<file path="src/rtl/mul_by_d_csd.sv">
// Complex signed-digit multiplier: (x + jy) * (d_x + j*d_y) with d_x, d_y in {-1,0,+1}.
// Operands go through CSD form, products are summed mod 2^W and returned registered in binary and NAF.
module mul_by_d_csd #(
    parameter int W = 4
) (
    input  logic           clk,
    input  logic           rst,
    input  logic           ena,
    input  logic [1:0]     d_x,
    input  logic [1:0]     d_y,
    input  logic [W-1:0]   x_in,
    input  logic [W-1:0]   y_in,
    output logic [W-1:0]   x_out,
    output logic [W-1:0]   y_out,
    output logic [2*W-1:0] x_out_csd,
    output logic [2*W-1:0] y_out_csd
);

    // NAF via the 3n trick: xh = n>>1 (arithmetic), x3 = n + xh, digit i nonzero where xh^x3 is set.
    // Truncating to W bits is safe because every bit only depends on lower-order bits.
    function automatic logic [2*W-1:0] bin2csd(input logic [W-1:0] v);
        logic [W-1:0]   xh;
        logic [W-1:0]   x3;
        logic [W-1:0]   c;
        logic [W-1:0]   np;
        logic [W-1:0]   nm;
        logic [2*W-1:0] r;
        xh = {v[W-1], v[W-1:1]};
        x3 = v + xh;
        c  = xh ^ x3;
        np = x3 & c;
        nm = xh & c;
        r  = '0;
        for (int i = 0; i < W; i++) begin
            if (nm[i])      r[2*i +: 2] = 2'b11;
            else if (np[i]) r[2*i +: 2] = 2'b01;
        end
        return r;
    endfunction

    function automatic logic [W-1:0] csd2bin(input logic [2*W-1:0] c);
        logic [W-1:0] p;
        logic [W-1:0] m;
        p = '0;
        m = '0;
        for (int i = 0; i < W; i++) begin
            p[i] = (c[2*i +: 2] == 2'b01);
            m[i] = (c[2*i +: 2] == 2'b11);
        end
        return p - m;
    endfunction

    function automatic logic [2*W-1:0] mul_d(input logic [2*W-1:0] c, input logic [1:0] d);
        logic [2*W-1:0] r;
        r = '0;
        case (d)
            2'b01: r = c;
            2'b11: begin
                for (int i = 0; i < W; i++) begin
                    r[2*i+1] = c[2*i+1] ^ c[2*i];
                    r[2*i]   = c[2*i];
                end
            end
            default: r = '0;
        endcase
        return r;
    endfunction

    logic [2*W-1:0] x_csd;
    logic [2*W-1:0] y_csd;
    logic [1:0]     neg_d_y;
    logic [W-1:0]   x_sum;
    logic [W-1:0]   y_sum;

    logic [W-1:0]   x_d, x_q;
    logic [W-1:0]   y_d, y_q;
    logic [2*W-1:0] x_csd_d, x_csd_q;
    logic [2*W-1:0] y_csd_d, y_csd_q;

    always_comb begin
        x_csd   = bin2csd(x_in);
        y_csd   = bin2csd(y_in);
        // -d_y: flip the sign of a nonzero code; the reserved code stays zero-valued
        neg_d_y = {d_y[1] ^ d_y[0], d_y[0]};
        x_sum   = csd2bin(mul_d(x_csd, d_x)) + csd2bin(mul_d(y_csd, neg_d_y));
        y_sum   = csd2bin(mul_d(y_csd, d_x)) + csd2bin(mul_d(x_csd, d_y));
        x_d     = x_sum;
        y_d     = y_sum;
        x_csd_d = bin2csd(x_sum);
        y_csd_d = bin2csd(y_sum);
    end

    always_ff @(posedge clk) begin
        if (!rst) begin
            x_q     <= '0;
            y_q     <= '0;
            x_csd_q <= '0;
            y_csd_q <= '0;
        end else if (ena) begin
            x_q     <= x_d;
            y_q     <= y_d;
            x_csd_q <= x_csd_d;
            y_csd_q <= y_csd_d;
        end
    end

    assign x_out     = x_q;
    assign y_out     = y_q;
    assign x_out_csd = x_csd_q;
    assign y_out_csd = y_csd_q;

endmodule

</file>
<file path="config.mk">
export PLATFORM = sky130hd
export DESIGN_NAME = mul_by_d_csd
export DESIGN_NICKNAME = d
export VERILOG_FILES = /design/src/rtl/mul_by_d_csd.sv
export SDC_FILE = /design/constraint.sdc
export NUM_CORES = 1
export LEC_CHECK = 0
export BUFFER_PORTS_ARGS = -buffer_cell sky130_fd_sc_hd__buf_4
export CAP_MARGIN = 20
export CORE_MARGIN = 8
export CORE_UTILIZATION = 35
export DETAILED_ROUTE_END_ITERATION = 16
export GPL_ROUTABILITY_DRIVEN = 0
export HOLD_SLACK_MARGIN = 0.08
export PLACE_DENSITY = 0.56
export SLEW_MARGIN = 20
export SYNTH_ARGS = -nofsm -noshare
export SYNTH_HDL_FRONTEND = slang
export SYNTH_SLANG_ARGS = --single-unit
</file>
<file path="constraint.sdc">
create_clock -name clk -period 4.2 [get_ports clk]
set_input_delay 0.63 -clock clk [delete_from_list [all_inputs] [get_ports clk]]
set_output_delay 0.63 -clock clk [all_outputs]
set_load 0.03 [all_outputs]
</file>
==> results.md, run 1 <==
- Run status: finished with violations
- Failing checks: negative setup slack
- Post-synth EDFFs: 0
- Pwr Total: 0.00196 W
- Setup crit start kind: input pin
- Mapped Area: 2110 um2
- Grt ovf: 0
- Max incr delay on CP: 570 ps
- Routed len/inst: 12.9 um
- Htree depth: 1
- Share of cells above drive strength 1: 0.459
- First-pass GRT wire length: 8540 um
- Total wire length: 4720 um
- Hold WC Path Type: reg2reg
- Setup TNS: -739 ps
- Yosys cell types: 30
- Vias: 1679
- Crit path buf inv count: 4
- Slew of the pin with the lowest slew margin: 388 ps
- Met2 Resource Use GR: 0.205
- Grt met3 use: 0.0208
- Critical-path top delay cell: fa_2
- Critical path class: in2reg
- Pleak: 1.53 nW
- Worst endpoint data arrival time: 4510 ps
- Delay-heaviest family, CP: adder cells
- Main flop type after synthesis: dfxtp_1
- Clk_lat worst skew: 260 ps
- TritonCTS Sinks: 22
- DR vias/cell: 4.60
- Peak VDD IR: 0.000506 V
- Vias in the first global route: 1886
- Tcrit/Tclk final: 1.03
- RSZ-0062 raised after global routing: true
- Cell Rows: 28
- Crit. End Element: flip-flop
- IO Port Bufs: 38
- Max_cap viols: 0
- Fillcell total: 533
- Met1 usage: 0.149
- Compound-cell area share of the yosys netlist: 0.0937
- Final setup vio count: 10
- Num ports: 39
- Slew Viols, Final: 0
- Finished Layout Cells: 365
- Critical path's most frequent cell: ha_4
- Post-synthesis mux area share: 0.0960
- Root Buffer: clkbuf_8
- Final hold slack: 487 ps
- Relative slew slack: 0.741
- Pwr/cell area: 613 nW/um2
- Ant diodes: 0
- Synth Area in XOR/XNOR: 0.0877
- Synth Warn #: 0
- Area grow syn2layout: 51.4%
- Critical-path cell list: buf_8 > and2_4 > fa_2 > inv_2 > ha_4 > mux2i_4 > nor3b_2 > ha_1 > fa_1 > inv_2 > ha_4 > a21o_1 > a21oi_2 > xnor2_1 > xnor2_1 > inv_1 > ha_4 > xnor2_2 > ha_4 > nand2_2 > o211a_1
- Skew final: 0 ps
- Post-synth net total: 279
- Core Box Area: 5890 um2
- Simple-Gate Fraction of Synth Area: 0.170
- Initial Util: 0.359
- Achievable frequency: 230 MHz
- Gr busiest metal: met2
- DRC viols: 0
- Bufs on Longest Clock Path: 2
- Register area: 440 um2
- Worst EP required: 4360 ps
- Final worst slack: -147 ps
- Aggregate global-route resource usage: 0.118
- Largest net degree at the start of global routing: 31
- 1st-iter DRT viols: 52
- Crit-path max FO: 3
- Endpoints failing hold: 0
- Yosys reg bits: 22
- Detailed Place HPWL: 3540 um
- Chip Height: 93.7 um
- Synthesized instance count: 222
- Initial antenna violation count: 0
- Layout Nets: 348
- Combinational family with the most area after synthesis: adder cells
- Clk slew on worst S/H paths: 80 ps
- Multi-input gate area: 1950 um2
- Tmin final: 4350 ps
- Async set-reset flop share out of synthesis: 0
- Hold-fix buffers, CTS: 0
- First-pass iteration count of the detailed router: 4
- TritonCTS clock tree: yes
- Number of routed nets with antenna violations: 0
- Adder-cell share of the synthesized area: 0.292
- Share of the yosys chip area belonging to registers: 0.209
- Post-Place Cells: 353
- Die Wd: 93.7 um
- Place WS: -622 ps
- CTS buffer count: 3
- Die Footprint: 8770 um2
- Mean post-synth cell area: 9.51 um2
[Yosys cell counts (all sizes together), types with 2 or more instances]
cell	number	area, um2
mux2i	18	180
clkbuf	5	18.8
buf	5	28.8
ha	30	375
nor3	3	15.0
and2	4	25.0
xnor3	2	45.0
inv	17	63.8
dfxtp	22	440
fa	12	240
o211a	6	60.1
a21o	7	52.6
a21oi	10	50.1
and3b	2	17.5
o21ai	4	20.0
nor2b	22	138
nand2b	2	12.5
nor3b	4	30.0
nand2	14	52.6
nor2	7	26.3
xor2	5	43.8
nand3b	3	22.5
mux2	2	22.5
o21a	2	15.0
xnor2	11	96.3
[layout by cell type (no fill, tap or decap), types with 3 or more instances in the layout]
master,instances
a21o_1,7
a21oi_1,6
a21oi_2,4
and2_4,4
buf_4,70
buf_6,3
clkbuf_8,3
dfxtp_1,22
fa_1,9
fa_2,3
ha_1,11
ha_2,4
ha_4,15
inv_1,12
inv_2,5
mux2i_1,14
mux2i_4,4
nand2_1,13
nand3b_1,3
nor2_1,7
nor2b_1,20
o211a_1,6
o21ai_0,4
xnor2_1,9
xor2_2,3
[repair_timing]
| item | CTS | global route |
|---|---|---|
| resized for setup | 30 | 30 |
| setup endpoints to repair | 12 | 12 |
| endpoints found under the hold margin | 0 | 0 |
| setup buffers | 6 | 2 |
| pin swaps | 20 | 12 |
[final cells by class]
type | count | share of cell area
well taps | 75 | 0.0294
clock buffers | 3 | 0.0129
inverters | 17 | 0.0200
flip-flops and latches | 22 | 0.138
clock inverters | 1 | 0.00940
multi-input cells | 173 | 0.611
repair buffers | 74 | 0.180
[flip-flops by register name (all words and copies together), names as in the netlist]
signal     count
y_out          3
y_out_csd      8
x_out_csd      7
x_out          4
[layer usage]
metal	wire, um	part of all wire	up-vias
met5	0	0	-
met4	25	0.0053	0
met3	146	0.031	2
met2	2380	0.50	20
met1	2170	0.46	783
li1	-	-	874
[where the power goes]
group / internal (W) / switching, W / total (W)
sequential: 0.000276 / 0.0000353 / 0.000311
clock: 0.000127 / 0.0000685 / 0.000196
combinational: 0.000768 / 0.000684 / 0.00145
[final timing paths]
path	start	cells past startpoint	slack, ps	end
hold / removal	y_out_csd[4]	1	490	y_out_csd[4]
setup reg to reg	y_out_csd[0]	2	3550	y_out_csd[0]
setup / recovery	y_in[1]	21	-150	y_out_csd[4]
hold reg to reg	y_out_csd[4]	1	490	y_out_csd[4]
[through the flow]
step	utilization	area (um2)
floorplan	-	2190
global placement	0.464	2730
detailed placement	0.464	2730
CTS	0.510	3000
global route	0.543	3200
finish	0.543	3200
[cells by family (layout without fill, tap and decap cells)]
logic type / after synthesis / after routing
fa+ha+maj: 42 / 42
buf+inv: 27 / 95
simple gates: 64 / 64
compound gates: 29 / 29
xor+xnor: 18 / 18
flops: 22 / 22
mux: 20 / 20
(Power assumes the default switching activity.)
==> run 2: changes to the inputs <==
--- a/config.mk
+++ b/config.mk
@@ -12,7 +12,6 @@
 export DETAILED_ROUTE_END_ITERATION = 16
 export GPL_ROUTABILITY_DRIVEN = 0
 export HOLD_SLACK_MARGIN = 0.08
-export PLACE_DENSITY = 0.56
 export SLEW_MARGIN = 20
 export SYNTH_ARGS = -nofsm -noshare
 export SYNTH_HDL_FRONTEND = slang
==> results.md, run 2 (same netlist as run 1, synthesis figures left out) <==
- Run status: finished with violations
- Failing checks: negative setup slack
- Max incr delay on CP: 560 ps
- TritonCTS Sinks: 22
- Max reg flops: 8
- Achievable frequency: 230 MHz
- Endpoints failing hold: 0
- Commonest non-fill, non-tap cells in the layout: 67 x buf_4, 22 x dfxtp_1, 20 x nor2b_1
- Area grow syn2layout: 49.0%
- Critical R2R Launch: x_out[3]
- Die Footprint: 8770 um2
- Htree depth: 1
- Critical-path cell list: buf_8 > and2_4 > fa_2 > buf_6 > ha_4 > mux2i_4 > nor3b_2 > ha_1 > fa_1 > inv_2 > ha_4 > a21o_1 > a21oi_2 > xnor2_1 > xnor2_1 > inv_1 > ha_4 > a21oi_2 > ha_2 > nand2_1 > o211a_1
- Crit path buf inv count: 4
- Final hold slack: 487 ps
- Final worst slack: -145 ps
- Clk slew on worst S/H paths: 80 ps
- Vias: 1689
- Detailed Place HPWL: 3630 um
- Worst EP required: 4360 ps
- Relative slew slack: 0.745
- IO Port Bufs: 38
- Hold-fix buffers, CTS: 0
- Clk_lat worst skew: 260 ps
- DR vias/cell: 4.65
- Cell Rows: 28
- Die Wd: 93.7 um
- RSZ-0062 raised after global routing: true
- Pleak: 1.51 nW
- First-pass GRT wire length: 7890 um
- Critical-path top delay cell: fa_2
- Initial Util: 0.359
- Post-Place Cells: 353
- Worst Reg-to-Reg Cells: 2
- Worst R2R End: x_out[3]
- Core Box Area: 5890 um2
- Share of cells above drive strength 1: 0.441
- Pwr Total: 0.00189 W
- Crit. End Element: flip-flop
- Slew Viols, Final: 0
- Total wire length: 4630 um
- Finished Layout Cells: 363
- Hold WC Path Type: reg2reg
- Final setup vio count: 8
- CTS buffer count: 3
- Grt ovf: 0
- Peak VDD IR: 0.000568 V
- Ant diodes: 0
- Num ports: 39
- Routed len/inst: 12.8 um
- Slew of the pin with the lowest slew margin: 378 ps
- Pwr/cell area: 600 nW/um2
- Layout Nets: 346
- Delay-heaviest family, CP: adder cells
- Chip Height: 93.7 um
- Worst endpoint data arrival time: 4510 ps
- Skew final: 0 ps
- Setup crit start: y_in[1]
- Setup slack, reg-to-reg: 3540 ps
- Commonest non-fill, non-tap cell in the layout: buf_4
- Critical path class: in2reg
- DRC viols: 0
- 1st-iter DRT viols: 50
- Vias in the first global route: 1785
- Crit-path max FO: 3
- Root Buffer: clkbuf_8
- CP endpoint: y_out_csd[6]
- Number of routed nets with antenna violations: 0
- Critical path's most frequent cell: ha_4
- Setup crit start kind: input pin
- Stages on the worst setup path: 21
- Initial antenna violation count: 0
- Tmin final: 4340 ps
- Aggregate global-route resource usage: 0.109
- TritonCTS clock tree: yes
- Tcrit/Tclk final: 1.03
- Largest net degree at the start of global routing: 31
- Bufs on Longest Clock Path: 2
- Max_cap viols: 0
- First-pass iteration count of the detailed router: 4
-- run 2: power by group --
| group | switching [W] | leakage, nW | internal [W] |
|---|---|---|---|
| clock network | 0.0000689 | 0.0357 | 0.000127 |
| logic | 0.000656 | 1.30 | 0.000723 |
| registers | 0.0000351 | 0.181 | 0.000276 |
-- run 2: through the flow --
stage	setup WS, ps	setup TNS, ps	area (um2)	util
global route	-338	-2800	3140	0.534
finish	-145	-647	3140	0.534
floorplan	-232	-1860	2190	-
detailed placement	-613	-5800	2730	0.464
global placement	-587	-5370	2730	0.464
CTS	-186	-1350	2950	0.500
-- run 2: area by class of cell --
type	count	area (um2)
clock buffer	3	41.3
clock inverter	1	30.0
fill	529	2740
inverter	17	63.8
multi-input combinational	173	1910
sequential	22	440
tap	75	93.8
timing repair buffer	72	563
-- run 2: timing repair --
action	in CTS	in global routing
pin swaps	16	18
buffers inserted	5	1
setup endpoints to repair	12	12
resized for setup	23	33
-- run 2: how the worst min path moves through the flow --
stage	startpoint	end	slack, ps	depth (start not counted)
finish	x_out_csd[2]	x_out_csd[2]	490	1
global route	y_out_csd[2]	y_out_csd[2]	510	1
CTS	y_out_csd[2]	y_out_csd[2]	490	1
detailed placement	y_out_csd[2]	y_out_csd[2]	470	1
global placement	y_out_csd[2]	y_out_csd[2]	470	1
floorplan	x_out_csd[1]	x_out_csd[1]	640	2
-- run 2: per-layer routing --
layer,global-route usage,vias to the layer above,routed length (um)
li1,-,868,-
met1,0.124,794,2020
met2,0.206,23,2410
met3,0.0184,4,160
met4,0.0238,0,40
met5,0,-,0
==> run 3: changes to the inputs <==
--- a/config.mk
+++ b/config.mk
@@ -7,12 +7,11 @@
 export LEC_CHECK = 0
 export BUFFER_PORTS_ARGS = -buffer_cell sky130_fd_sc_hd__buf_4
 export CAP_MARGIN = 20
-export CORE_MARGIN = 8
 export CORE_UTILIZATION = 35
 export DETAILED_ROUTE_END_ITERATION = 16
 export GPL_ROUTABILITY_DRIVEN = 0
 export HOLD_SLACK_MARGIN = 0.08
-export SLEW_MARGIN = 20
+export REMOVE_ABC_BUFFERS = 1
 export SYNTH_ARGS = -nofsm -noshare
 export SYNTH_HDL_FRONTEND = slang
 export SYNTH_SLANG_ARGS = --single-unit
==> results.md, run 3 (same netlist as run 1, synthesis figures left out) <==
- Critical-path top delay cell: fa_1
- Root Buffer: clkbuf_8
- Pleak: 1.55 nW
- Max incr delay on CP: 530 ps
- Crit path buf inv count: 4
- Die Footprint: 6350 um2
- Number of routed nets with antenna violations: 0
- Ant diodes: 0
- Final setup vio count: 12
- Max_cap viols: 0
- First-pass GRT wire length: 7440 um
- Worst endpoint data arrival time: 4590 ps
- Die Wd: 79.7 um
- Crit. End Element: flip-flop
- Sw Ratio: 0.414
- Share of cells above drive strength 1: 0.443
- Routed len/inst: 12.4 um
- Setup crit start kind: input pin
- RSZ-0062 raised after global routing: true
- CTS buffer count: 3
- Endpoints failing hold: 0
- Skew final: 0 ps
- Aggregate global-route resource usage: 0.149
- Htree depth: 1
- Final worst slack: -231 ps
- Bufs on Longest Clock Path: 2
- Total wire length: 4570 um
- DRC viols: 0
- Hold-fix buffers, CTS: 0
- Internal Power: 0.00105 W
- Commonest non-fill, non-tap cells in the layout: 76 x buf_4, 22 x dfxtp_1, 21 x nor2b_1
- Sequential Power Share: 0.173
- Critical path's most frequent cell: ha_1
- IO Port Bufs: 38
- Comb power frac: 0.755
- Pwr/cell area: 577 nW/um2
- Slew of the pin with the lowest slew margin: 378 ps
- TritonCTS Sinks: 22
- Hold WC Path Type: reg2reg
- Commonest non-fill, non-tap cell in the layout: buf_4
- Critical-path cell list: buf_6 > and2_4 > fa_1 > buf_6 > ha_4 > mux2i_4 > nor3b_2 > ha_1 > fa_1 > inv_1 > ha_1 > a21o_1 > a21oi_2 > xnor2_2 > xnor2_1 > inv_1 > ha_4 > xnor2_2 > ha_1 > nand2_1 > o211a_1
- Clock power share: 0.072
- Initial Util: 0.372
- Largest net degree at the start of global routing: 31
- Failing checks: negative setup slack
- Area grow syn2layout: 47.5%
- Setup TNS: -1520 ps
- Clk_lat worst skew: 260 ps
- DR vias/cell: 4.72
- Grt ovf: 0
- Clk slew on worst S/H paths: 70 ps
- Run status: finished with violations
- Layout Nets: 355
- Chip Height: 79.7 um
- Tmin final: 4430 ps
- Slew Viols, Final: 0
- Core Box Area: 5680 um2
- Vias in the first global route: 1690
- First-pass iteration count of the detailed router: 4
- Worst EP required: 4360 ps
- Crit-path max FO: 2
- Place WS: -656 ps
- Psw: 0.000744 W
- Setup crit start: y_in[0]
- Num ports: 39
- Achievable frequency: 226 MHz
- Critical R2R Launch: y_out[3]
- 1st-iter DRT viols: 48
- Delay-heaviest family, CP: adder cells
- Final hold slack: 483 ps
- Relative slew slack: 0.748
- Critical path class: in2reg
- Max reg flops: 8
- Vias: 1736
- TritonCTS clock tree: yes
- Cell Rows: 27
- Hold_sp: x_out_csd[2]
- Peak VDD IR: 0.000370 V
- Detailed Place HPWL: 3290 um
- Tcrit/Tclk final: 1.06
- Initial antenna violation count: 0
run 3: cell count changes in the layout (fill, tap and decap cells not counted), moves of 2 or more:
cell,change
inv_2,-2
mux2i_4,-3
xnor2_1,-2
inv_1,+2
xnor2_2,+2
ha_2,+2
ha_4,-3
buf_4,+9
mux2i_2,+2
run 3: worst paths after layout:
| path | slack (ps) | depth (start not counted) | end |
|---|---|---|---|
| worst min-delay path | 480 | 1 | x_out_csd[2] |
| worst max-delay path | -230 | 21 | x_out_csd[4] |
| worst min register to register | 480 | 1 | x_out_csd[2] |
| worst max register to register | 3560 | 2 | y_out[3] |
run 3: layer usage:
layer  up-vias  global-route usage  routed length (um)
li1        888                   -                   -
met1       814               0.184                2100
met2        30               0.268                2290
met3         4              0.0309                 160
met4         0              0.0218                  25
met5         -                   0                   0
run 3: power by group through the flow:
stage	logic (W)	clock network (W)	registers [W]
2_1_floorplan	0.000546	0	0.000448
3_3_place_gp	0.00102	0	0.000316
3_5_place_dp	0.00104	0	0.000316
4_1_cts	0.00131	0.000137	0.000311
5_1_grt	0.00151	0.000146	0.000318
6_report	0.00136	0.000130	0.000310
run 3: timing repair:
| action | 4_1_cts | 5_1_grt |
|---|---|---|
| gates resized for setup | 44 | 13 |
| buffers inserted | 9 | 3 |
| endpoints found under the setup margin | 12 | 12 |
| pin swaps | 33 | 20 |
run 3: layout make-up:
cell class,instances,area (um2)
multi-input combinational,173,1850
timing repair buffer,81,627
fill,523,2560
sequential,22,440
inverter,17,63.8
clock buffer,3,41.3
tap,72,90.1
run 3: metrics by stage:
| step | cell area, um2 | power, W | utilization | std cells |
|---|---|---|---|---|
| 6_report | 3110 | 0.00180 | 0.549 | 368 |
| 5_1_grt | 3110 | 0.00197 | 0.549 | 368 |
| 4_1_cts | 3020 | 0.00175 | 0.532 | 365 |
| 3_5_place_dp | 2680 | 0.00135 | 0.472 | 354 |
| 3_3_place_gp | 2680 | 0.00134 | 0.472 | 354 |
| 2_1_floorplan | 2060 | 0.000994 | - | 212 |
